<file path="config.mk">
export PLATFORM = sky130hd
export DESIGN_NAME = stage_bus_fifo_flat
export DESIGN_NICKNAME = d
export VERILOG_FILES = /design/src/rtl/stage_bus_if.sv /design/src/rtl/stage_bus_fifo.sv /design/src/flat_wrapper.sv
export SDC_FILE = /design/constraint.sdc
export NUM_CORES = 1
export LEC_CHECK = 0
export CAP_MARGIN = 40
export CORE_ASPECT_RATIO = 1.25
export CORE_UTILIZATION = 44
export DETAILED_ROUTE_END_ITERATION = 10
export PLACE_DENSITY_LB_ADDON = 0.15
export SLEW_MARGIN = 20
export SYNTH_ARGS = -nofsm -noshare
export SYNTH_HDL_FRONTEND = slang
export SYNTH_SLANG_ARGS = --single-unit
</file>
<file path="constraint.sdc">
create_clock -name clk -period 2.8 [get_ports clk]
set_clock_uncertainty 0.05 [all_clocks]
set_input_delay 0.56 -clock clk [delete_from_list [all_inputs] [get_ports clk]]
set_output_delay 0.56 -clock clk [all_outputs]
set_load 0.1 [all_outputs]
</file>
<file path="src/rtl/stage_bus_if.sv">
// Producer/consumer bus for stage_bus_fifo: push side, pop side, occupancy and error flags.
// The FIFO connects through the slave modport; the stage logic uses master.
interface stage_bus_if #(
    parameter int unsigned DATA_W = 64,
    parameter int unsigned DEPTH  = 4
);
    localparam int unsigned CntW = $clog2(DEPTH + 1);

    logic              flush;
    logic              send_en;
    logic [DATA_W-1:0] send_data;
    logic              can_send;
    logic              almost_full;
    logic              recv_en;
    logic [DATA_W-1:0] recv_data;
    logic              can_receive;
    logic [CntW-1:0]   count;
    logic              overflow_err;
    logic              underflow_err;
    logic              err_clear;

    modport master (
        output flush, send_en, send_data, recv_en, err_clear,
        input  can_send, almost_full, recv_data, can_receive, count,
               overflow_err, underflow_err
    );

    modport slave (
        input  flush, send_en, send_data, recv_en, err_clear,
        output can_send, almost_full, recv_data, can_receive, count,
               overflow_err, underflow_err
    );
endinterface

</file>
<file path="src/rtl/stage_bus_fifo.sv">
// DEPTH-entry inter-stage packet FIFO with flush, occupancy and almost-full reporting.
// Define STAGE_BUS_ERR_CHECK_EN to enable the sticky overflow/underflow flags.
module stage_bus_fifo #(
    parameter int unsigned DATA_W          = 64,
    parameter int unsigned DEPTH           = 4,
    parameter int unsigned ALMOST_FULL_LVL = DEPTH - 1
) (
    input logic        clk,
    input logic        rst_n,
    stage_bus_if.slave bus
);
    localparam int unsigned PtrW = $clog2(DEPTH);
    localparam int unsigned CntW = $clog2(DEPTH + 1);

    logic [DATA_W-1:0] mem_q [DEPTH];
    logic [DATA_W-1:0] mem_d [DEPTH];
    logic [PtrW-1:0]   wr_ptr_q, wr_ptr_d;
    logic [PtrW-1:0]   rd_ptr_q, rd_ptr_d;
    logic [CntW-1:0]   count_q, count_d;

    logic full, empty, push, pop;

    assign full  = (count_q == CntW'(DEPTH));
    assign empty = (count_q == '0);
    // Qualified against pre-edge state: a pop never frees room for a push while full.
    assign push  = bus.send_en & ~full;
    assign pop   = bus.recv_en & ~empty;

    always_comb begin
        mem_d    = mem_q;
        wr_ptr_d = wr_ptr_q;
        rd_ptr_d = rd_ptr_q;
        count_d  = count_q;
        if (bus.flush) begin
            wr_ptr_d = '0;
            rd_ptr_d = '0;
            count_d  = '0;
        end else begin
            if (push) begin
                mem_d[wr_ptr_q] = bus.send_data;
                wr_ptr_d        = wr_ptr_q + PtrW'(1);
            end
            if (pop) begin
                rd_ptr_d = rd_ptr_q + PtrW'(1);
            end
            case ({push, pop})
                2'b10:   count_d = count_q + CntW'(1);
                2'b01:   count_d = count_q - CntW'(1);
                default: count_d = count_q;
            endcase
        end
    end

    always_ff @(posedge clk or negedge rst_n) begin
        if (!rst_n) begin
            for (int i = 0; i < DEPTH; i++) begin
                mem_q[i] <= '0;
            end
            wr_ptr_q <= '0;
            rd_ptr_q <= '0;
            count_q  <= '0;
        end else begin
            mem_q    <= mem_d;
            wr_ptr_q <= wr_ptr_d;
            rd_ptr_q <= rd_ptr_d;
            count_q  <= count_d;
        end
    end

    assign bus.can_send    = ~full;
    assign bus.can_receive = ~empty;
    assign bus.almost_full = (count_q >= CntW'(ALMOST_FULL_LVL));
    assign bus.count       = count_q;
    assign bus.recv_data   = mem_q[rd_ptr_q];

`ifdef STAGE_BUS_ERR_CHECK_EN
    logic overflow_q, overflow_d;
    logic underflow_q, underflow_d;

    // Set has priority over clear; flush does not mask the set condition.
    always_comb begin
        overflow_d  = overflow_q;
        underflow_d = underflow_q;
        if (bus.err_clear) begin
            overflow_d  = 1'b0;
            underflow_d = 1'b0;
        end
        if (bus.send_en & full) begin
            overflow_d = 1'b1;
        end
        if (bus.recv_en & empty) begin
            underflow_d = 1'b1;
        end
    end

    always_ff @(posedge clk or negedge rst_n) begin
        if (!rst_n) begin
            overflow_q  <= 1'b0;
            underflow_q <= 1'b0;
        end else begin
            overflow_q  <= overflow_d;
            underflow_q <= underflow_d;
        end
    end

    assign bus.overflow_err  = overflow_q;
    assign bus.underflow_err = underflow_q;
`else
    logic unused_err_clear;

    assign unused_err_clear  = bus.err_clear;
    assign bus.overflow_err  = 1'b0;
    assign bus.underflow_err = 1'b0;
`endif
endmodule

</file>
<file path="src/flat_wrapper.sv">
// flat-port wrapper written by rule: the top's interface ports become plain ports
module stage_bus_fifo_flat 
#(
    parameter int unsigned DATA_W          = 64,
    parameter int unsigned DEPTH           = 4,
    parameter int unsigned ALMOST_FULL_LVL = DEPTH - 1
)
  (clk, rst_n, bus_flush, bus_send_en, bus_send_data, bus_recv_en, bus_err_clear, bus_can_send, bus_almost_full, bus_recv_data, bus_can_receive, bus_count, bus_overflow_err, bus_underflow_err);
  stage_bus_if #(.DATA_W(DATA_W), .DEPTH(DEPTH)) bus_i ();
  input logic clk;
  input logic rst_n;
  input wire logic [$bits(bus_i.flush)-1:0] bus_flush;
  input wire logic [$bits(bus_i.send_en)-1:0] bus_send_en;
  input wire logic [$bits(bus_i.send_data)-1:0] bus_send_data;
  input wire logic [$bits(bus_i.recv_en)-1:0] bus_recv_en;
  input wire logic [$bits(bus_i.err_clear)-1:0] bus_err_clear;
  output wire logic [$bits(bus_i.can_send)-1:0] bus_can_send;
  output wire logic [$bits(bus_i.almost_full)-1:0] bus_almost_full;
  output wire logic [$bits(bus_i.recv_data)-1:0] bus_recv_data;
  output wire logic [$bits(bus_i.can_receive)-1:0] bus_can_receive;
  output wire logic [$bits(bus_i.count)-1:0] bus_count;
  output wire logic [$bits(bus_i.overflow_err)-1:0] bus_overflow_err;
  output wire logic [$bits(bus_i.underflow_err)-1:0] bus_underflow_err;
  assign bus_i.flush = bus_flush;
  assign bus_i.send_en = bus_send_en;
  assign bus_i.send_data = bus_send_data;
  assign bus_i.recv_en = bus_recv_en;
  assign bus_i.err_clear = bus_err_clear;
  assign bus_can_send = bus_i.can_send;
  assign bus_almost_full = bus_i.almost_full;
  assign bus_recv_data = bus_i.recv_data;
  assign bus_can_receive = bus_i.can_receive;
  assign bus_count = bus_i.count;
  assign bus_overflow_err = bus_i.overflow_err;
  assign bus_underflow_err = bus_i.underflow_err;
  stage_bus_fifo #(.DATA_W(DATA_W), .DEPTH(DEPTH), .ALMOST_FULL_LVL(ALMOST_FULL_LVL)) u_core (.clk(clk), .rst_n(rst_n), .bus(bus_i));
endmodule
</file>
-- Word level (Yosys, flattened, before mapping)
Index checks and enable logic that the tools add are counted.
- flip-flop bits (word level): 263
- bits of input ports: 70
- word-level logic and storage cells: 43
- magnitude comparators: 4
- reductions and logical operators: 6
- add/subtract/negate cells: 4
- bitwise operators: 7
- multiplexer cells: 12
- equality and inequality tests: 3
- operators by type and width (operator ; number):
    $bwmux 256 ; 1
    $mux 64 ; 3
    $bmux 64 s2 ; 1
    $demux 64 s2 ; 1
    $mux 2 ; 4
    $ge 3x3->1 const B ; 2
    $not 2->3 ; 2
    $pmux 3 s2 ; 1
    $add 2x1->2 const B ; 2
    $reduce_bool 2->1 ; 2
    $add 3x1->3 const B ; 1
    $eq 3x3->1 const B ; 1
    $ge 3x2->1 const B ; 1
    $logic_not 3->1 ; 1
    $lt 3x1->1 const B ; 1
    $mux 3 ; 1
    $not 1->1 ; 3
    $reduce_bool 3->1 ; 1
    $sub 3x1->3 const B ; 1
    $and 1x1->1 ; 2
    $eq 2x1->1 const B ; 1
    $eq 2x2->1 const B ; 1
    $reduce_and 2->1 ; 1
    $logic_and 1x1->1 ; 1

-- Logic depth before layout (Yosys ltp)
Gate-level depths: netlist (run 1).
- depth in word-level cells: 6
- mapped depth: 7
- gate-level depth less buffers: 6

-- Worst setup path after synthesis (run 1)
Ideal clock, no wire load.
- kind: register -> register
- from: register u_core.count_q[1] (netlist: u_core.bus.count[1])
- to: register u_core.count_q[1] (netlist: u_core.bus.count[1])
- path slack: 127 ps
- required time: 2649 ps
- arrival: 2522 ps
- cell stages (with the launch flop): 8
- path through: dfrtp_1 > clkbuf_1 > or2_2 > a21oi_1 > fa_1 > nor2_1 > o21a_1 > nor4_1
- word-level cells in the longest chain between the ends: 6
- elaborated cells on any way between the ends: 13
- classes of those cells: add/sub: 2; eq/ne: 3; mux: 2; bitwise: 4; reduce/logical: 2
- ends and longest elaborated chain (element ; RTL line ; text):
    start: declaration ; stage_bus_fifo.sv:19 ; logic [CntW-1:0] count_q, count_d;
    start signal: assignment ; stage_bus_fifo.sv:66 ; count_q <= count_d;
    $eq 3x3->1 or $logic_not 3->1 (tied branches) ; stage_bus_fifo.sv:23, stage_bus_fifo.sv:24 ;
    $not 1->1 (on tied branches) ; stage_bus_fifo.sv:26, stage_bus_fifo.sv:27 ;
    $and 1x1->1 (on tied branches) ; stage_bus_fifo.sv:26, stage_bus_fifo.sv:27 ;
    $eq 2x1->1 or $eq 2x2->1 (tied branches) ; stage_bus_fifo.sv:46 ; case ({push, pop})
    $pmux 3 s2 ; stage_bus_fifo.sv:46 ;
    $mux 3 ; stage_bus_fifo.sv:34 ; if (bus.flush) begin
Several ways; a longest one is shown, not always the timed one.
A chain may end at the register's enable or synchronous reset.

-- Final worst setup path (run 1)
- from: register u_core.rd_ptr_q[1]
- to: output bus_recv_data[3]
- word-level cells in the longest chain between the ends: 4
- ends and longest elaborated chain (element ; RTL line ; text):
    start: declaration ; stage_bus_fifo.sv:18 ; logic [PtrW-1:0] rd_ptr_q, rd_ptr_d;
    start signal: assignment ; stage_bus_fifo.sv:65 ; rd_ptr_q <= rd_ptr_d;
    $not 2->3 (implied by the code) ; stage_bus_fifo.sv:74 ; assign bus.recv_data = mem_q[rd_ptr_q];
    $bmux 64 s2 ; stage_bus_fifo.sv:74 ;
    $mux 64 (implied by the code) (2 in a row) ; stage_bus_fifo.sv:74 ;
    end: declaration ; flat_wrapper.sv:19 ; output wire logic [$bits(bus_i.recv_data)-1:0] bus_recv_data;
No other way between the ends. The select of a mux whose other input is x is not followed.

==> results.sh, run 1 <==
export IMPL_status="finished, final reports clean"
export IMPL_start_util_pct=45.3
export IMPL_drc=0
export IMPL_ir_drop_v=0.000779
export IMPL_cp_data_arrival_time_ns=2.10
export IMPL_final_common_cell="dfrtp_1"
export IMPL_ios=142
export IMPL_drtPass1Iterations=4
export IMPL_synth_area_um2=11900
export IMPL_ys_ff_latch=263
export IMPL_area_growth_pct=29.3
export IMPL_maxSlewHeadroom_pct=63.1
export IMPL_antenna_found_initial=2
export IMPL_finalCriticalPeriod_ns=2.71
export IMPL_holdCritPathClass="flip-flop to flip-flop"
export IMPL_ant_nets=0
export IMPL_die_h_um=186
export IMPL_drt_initial_drc_count=200
export IMPL_cts_tree="built"
export IMPL_io_buffers=138
export IMPL_htree_levels=1
export IMPL_start_kind="flip-flop"
export IMPL_synth_area_per_cell_um2=17.3
export IMPL_setup_slack_ns=0.0939
export IMPL_rsz0062_at_grt="false"
export IMPL_routed_wl_um=25600
export IMPL_clk_pin_slew_ns=0.06
export IMPL_cp_num_buf_inv=2
export IMPL_core_um2=26300
export IMPL_syn_inst=686
export IMPL_place_gp_congestion=0.754
export IMPL_cap_violations=0
export IMPL_cts_sinks=263
export IMPL_grtUsageTotal_pct=19.4
export IMPL_stdcell_count=1199
export IMPL_clock_latency_ns=0.53
export IMPL_clock_root_buffer="clkbuf_16"
export IMPL_viasPerCell=5.49
export IMPL_final_net_count=911
export IMPL_dr_total_vias=6586
export IMPL_yosysUniqueCellTypes=44
export IMPL_cts_buffers=28
export IMPL_post_cts_resized=0
export IMPL_cp_common_cell="buf_12"
export IMPL_yosysSeqAreaShare_pct=55.3
export IMPL_path_delay_family="flip-flops"
export IMPL_drive_gt1_share_pct=53.4
export IMPL_critPathKind="flip-flop to output port"
export IMPL_post_route_period_util_pct=96.6
export IMPL_drv_slew=0
export IMPL_finalSetupViolCount=0
export IMPL_hold_viol_final=0
export IMPL_fmax_ghz=0.370
export IMPL_leakagePower_uw=0.00678
export IMPL_endpoint_kind="output port"
export IMPL_synthArstFlopShare_pct=100
export IMPL_dp_cells=1144
export IMPL_synth_enable_flop_cells=0
export IMPL_crit_path_cell_trace="buf_12 > mux4_2 > buf_12"
export IMPL_grt_max_degree=69
export IMPL_grt_pass1_wl_um=41700
export IMPL_fin_setup_tns_ns=0
export IMPL_worstMarginPinSlew_ns=0.554
export IMPL_wl_per_cell_um=21.4
export IMPL_grt_pass1_vias=7684
export IMPL_die_w_um=149
export IMPL_whs_ns=0.444
export IMPL_crit_path_max_incr_delay_ns=0.67
export IMPL_cp_required_ns=2.19
export IMPL_hpwl_um=16500
export IMPL_slowest_stage="dfrtp_4"
export IMPL_fp_dieArea_um2=27700
export IMPL_crit_fanout=29
export IMPL_dpl_worst_slack_ns=0.229
export IMPL_power_uw=18800
export IMPL_grt_ovfl_total=0
export IMPL_synth_warnings=0
export IMPL_num_rows=66
export IMPL_synth_top_flop_cell="dfrtp_1"
export IMPL_layout_common_cells="dfrtp_1 (261), mux2_2 (180), buf_12 (79), clkdlybuf4s50_1 (67), mux4_2 (64)"
export IMPL_cts_buffer_depth=3
export IMPL_power_density_nw_per_um2=1220
-- path summary, 6_finish.rpt --
path,from,to,slack (ns),depth (start not counted)
max,u_core.rd_ptr_q[1],bus_recv_data[3],0.09,3
min in group asynchronous,rst_n,u_core.mem_q[168],0.50,2
min reg2reg,u_core.mem_q[40],u_core.mem_q[40],0.44,1
max reg2reg,u_core.bus.count[1],u_core.bus.count[1],0.41,6
max in group asynchronous,rst_n,u_core.mem_q[205],1.46,3
min,u_core.mem_q[40],u_core.mem_q[40],0.44,1
-- metrics by stage --
step / area (um2) / utilization, %
4_1_cts: 15400 / 58.5
3_3_place_gp: 14400 / 54.8
3_5_place_dp: 14400 / 54.8
2_1_floorplan: 11900 / -
5_1_grt: 15400 / 58.6
6_report: 15400 / 58.6
-- cell families (layout without fill, tap and decap cells) --
family	count (synthesis)	after routing	share of synthesized area, %
AO/OA/AOI/OAI	20	20	1.12
AND/OR/NAND/NOR	22	22	1.53
buffers and inverters	52	222	2.92
flip-flops	263	263	55.3
XOR/XNOR	3	3	0.221
adder cells (fa/ha/maj)	5	5	0.589
other	1	4	0.0315
multiplexers	320	320	38.3
-- per-layer routing --
| metal | up-vias | GRT usage, % | share of wire, % |
|---|---|---|---|
| met5 | - | 0 | 0 |
| met4 | 0 | 4.98 | 1.6 |
| met3 | 31 | 3.26 | 4.4 |
| met2 | 134 | 34.8 | 53 |
| met1 | 3553 | 24.2 | 41 |
| li1 | 2868 | - | - |
-- area by class of cell --
cell class	count	area [um2]
sequential	263	6590
antenna	2	5.00
clock buffer	43	868
inverter	5	21.3
clock inverter	8	90.1
multi-input combinational	372	4970
timing repair buffer	166	2410
tap	340	425
fill	1960	10900
-- state kept, by name, summed over array words and instances (netlist names) --
register / flops
u_core.bus.count: 3
u_core.wr_ptr_q: 2
u_core.mem_q: 256
u_core.rd_ptr_q: 2
-- synth_stat cells, types with 2 or more instances --
cell type	n	area [um2]
a211oi_1	2	15.0
a21oi_1	4	20.0
buf_12	6	120
buf_2	26	130
buf_4	2	15.0
clkbuf_1	10	37.5
dfrtp_1	263	6580
ha_1	4	50.1
inv_1	4	15.0
mux2_1	16	180
mux2_2	180	2030
mux2_4	60	901
mux4_2	64	1440
nand2b_1	3	18.8
nand3_1	2	10.0
nand3_4	3	52.6
nor2_1	4	15.0
o21ai_0	4	20.0
o22ai_1	2	12.5
xor2_1	3	26.3
-- power by group --
part	total, uW	switching, uW	leakage [uW]	internal (uW)
Sequential	5920	757	0.00331	5170
Clock	3760	1450	0.000480	2300
Combinational	9130	5130	0.00299	4010
Total	18800	7340	0.00678	11500
-- what timing repair did --
action	in CTS	in global routing
endpoints found under the hold margin	52	0
hold buffers	1	0
setup endpoints to repair	53	0
buffers inserted	1	0
(Power assumes the default switching activity.)
==> run 2: changes to the inputs <==
--- a/config.mk
+++ b/config.mk
@@ -10,6 +10,7 @@
 export CORE_UTILIZATION = 44
 export DETAILED_ROUTE_END_ITERATION = 10
 export PLACE_DENSITY_LB_ADDON = 0.15
+export RECOVER_POWER = 25
 export SLEW_MARGIN = 20
 export SYNTH_ARGS = -nofsm -noshare
 export SYNTH_HDL_FRONTEND = slang
==> constraint.sdc (replaced) <==
create_clock -name clk -period 2.2 [get_ports clk]
set_clock_uncertainty 0.05 [all_clocks]
set_input_delay 0.44 -clock clk [delete_from_list [all_inputs] [get_ports clk]]
set_output_delay 0.44 -clock clk [all_outputs]
set_load 0.1 [all_outputs]
==> results.sh, run 2 (synthesis gave the netlist of run 1 again) <==
export IMPL_status="complete, but fails checks"
export IMPL_violations="negative setup slack"
export IMPL_layout_common_cells="dfrtp_1 (258), mux2_2 (180), buf_12 (85), clkdlybuf4s50_1 (67), mux4_2 (64)"
export IMPL_die_h_um=186
export IMPL_dr_total_vias=6669
export IMPL_clock_root_buffer="clkbuf_16"
export IMPL_final_net_count=933
export IMPL_ant_nets=0
export IMPL_routed_wl_um=26700
export IMPL_ios=142
export IMPL_grtUsageTotal_pct=19.6
export IMPL_start_util_pct=45.3
export IMPL_whs_ns=0.442
export IMPL_wl_per_cell_um=21.9
export IMPL_num_rows=66
export IMPL_die_w_um=149
export IMPL_power_density_nw_per_um2=1540
export IMPL_maxSlewHeadroom_pct=6.06
export IMPL_fp_dieArea_um2=27700
export IMPL_drv_slew=0
export IMPL_largest_register_ffs=256
export IMPL_viasPerCell=5.47
export IMPL_cts_buffer_depth=3
export IMPL_critPathKind="flip-flop to output port"
export IMPL_grt_pass1_vias=7517
export IMPL_place_gp_congestion=0.777
export IMPL_grt_max_degree=72
export IMPL_final_common_cell="dfrtp_1"
export IMPL_cts_buffers=28
export IMPL_crit_fanout=9
export IMPL_cts_sinks=263
export IMPL_top_register="u_core.mem_q"
export IMPL_antenna_found_initial=1
export IMPL_htree_levels=1
export IMPL_r2r_start="u_core.bus.count[0]"
export IMPL_cp_data_arrival_time_ns=2.06
export IMPL_power_uw=24200
export IMPL_holdCritPathClass="flip-flop to flip-flop"
export IMPL_setup_slack_ns=-0.354
export IMPL_drc=0
export IMPL_worstHoldStart="u_core.mem_q[43]"
export IMPL_endpoint_kind="output port"
export IMPL_final_area_um2=15800
export IMPL_drt_initial_drc_count=168
export IMPL_regArea_um2=6600
export IMPL_hpwl_um=17000
export IMPL_post_route_util_pct=60.0
export IMPL_cp_required_ns=1.71
export IMPL_clock_latency_ns=0.53
export IMPL_leakagePower_uw=0.00695
export IMPL_clk_pin_slew_ns=0.06
export IMPL_ir_drop_v=0.000804
export IMPL_fin_setup_tns_ns=-20.82
export IMPL_cap_violations=0
export IMPL_drive_gt1_share_pct=55.2
export IMPL_grt_pass1_wl_um=41800
export IMPL_finalSetupViolCount=64
export IMPL_multi_input_area_um2=5000
export IMPL_post_route_period_util_pct=116
export IMPL_start_kind="flip-flop"
export IMPL_io_buffers=138
export IMPL_cts_tree="built"
export IMPL_worstMarginPinSlew_ns=1.41
export IMPL_grt_ovfl_total=0
export IMPL_drtPass1Iterations=4
export IMPL_fillCellCount=1950
export IMPL_fmax_ghz=0.392
export IMPL_placed_area_um2=14600
export IMPL_area_growth_pct=32.5
export IMPL_finalCriticalPeriod_ns=2.55
export IMPL_core_um2=26300
export IMPL_rsz0062_at_grt="true"
export IMPL_crit_start="u_core.rd_ptr_q[0]"
export IMPL_hold_viol_final=0
## run 2: changes by cell type in the layout (fill, tap and decap cells not counted), moves of 4 or more
cell       change
clkbuf_8       -4
buf_4          +4
buf_16         +4
buf_12         +6
clkbuf_16      +4
## run 2: final cells by class
cell class	instances	area share [%]
diodes	1	0.0159
clock buffers	41	5.21
clock inverters	10	0.635
inverters	5	0.135
multi-input cells	372	31.7
flip-flops and latches	263	41.9
well taps	340	2.70
repair buffers	188	17.7
## run 2: what timing repair did
action | in CTS | in global routing
resized for setup | 2 | 4
setup endpoints to repair | 66 | 66
hold buffers | 1 | 0
gates cloned | 1 | 4
buffers inserted | 7 | 6
endpoints found under the hold margin | 47 | 0
pin swaps | 0 | 1
## run 2: metal layers
metal | routed length (um) | GRT usage [%]
met1 | 11200 | 25.3
met2 | 14000 | 34.6
met3 | 977 | 2.84
met4 | 472 | 4.78
met5 | 0 | 0
## run 2: worst max-delay path: stages (launching register included)
cell and delay, ns:
dfrtp_4 0.42, buf_12 0.16, clkbuf_16 0.20, mux4_2 0.54, buf_12 0.19
## run 2: metrics by stage
stage	instances	setup slack, ns
floorplan	687	-0.0140
global placement	1149	0.00639
detailed placement	1149	-0.0157
CTS	1209	-0.425
global route	1219	-0.411
finish	1220	-0.354
## run 2: final timing paths
kind / end / cells past startpoint / slack [ns]
worst max-delay path: bus_recv_data[56] / 4 / -0.35
worst min-delay path: u_core.mem_q[43] / 1 / 0.44
worst max register to register: u_core.bus.count[1] / 7 / 0.08
worst min register to register: u_core.mem_q[43] / 1 / 0.44
max in group asynchronous: u_core.mem_q[112] / 3 / 0.26
min in group asynchronous: u_core.mem_q[168] / 2 / 0.71
## run 2: where the power goes
part | leakage, uW | switching, uW | internal, uW | total [uW]
Combinational | 0.00319 | 6680 | 5350 | 12000
Clock | 0.000461 | 1860 | 2810 | 4660
Sequential | 0.00330 | 920 | 6580 | 7510
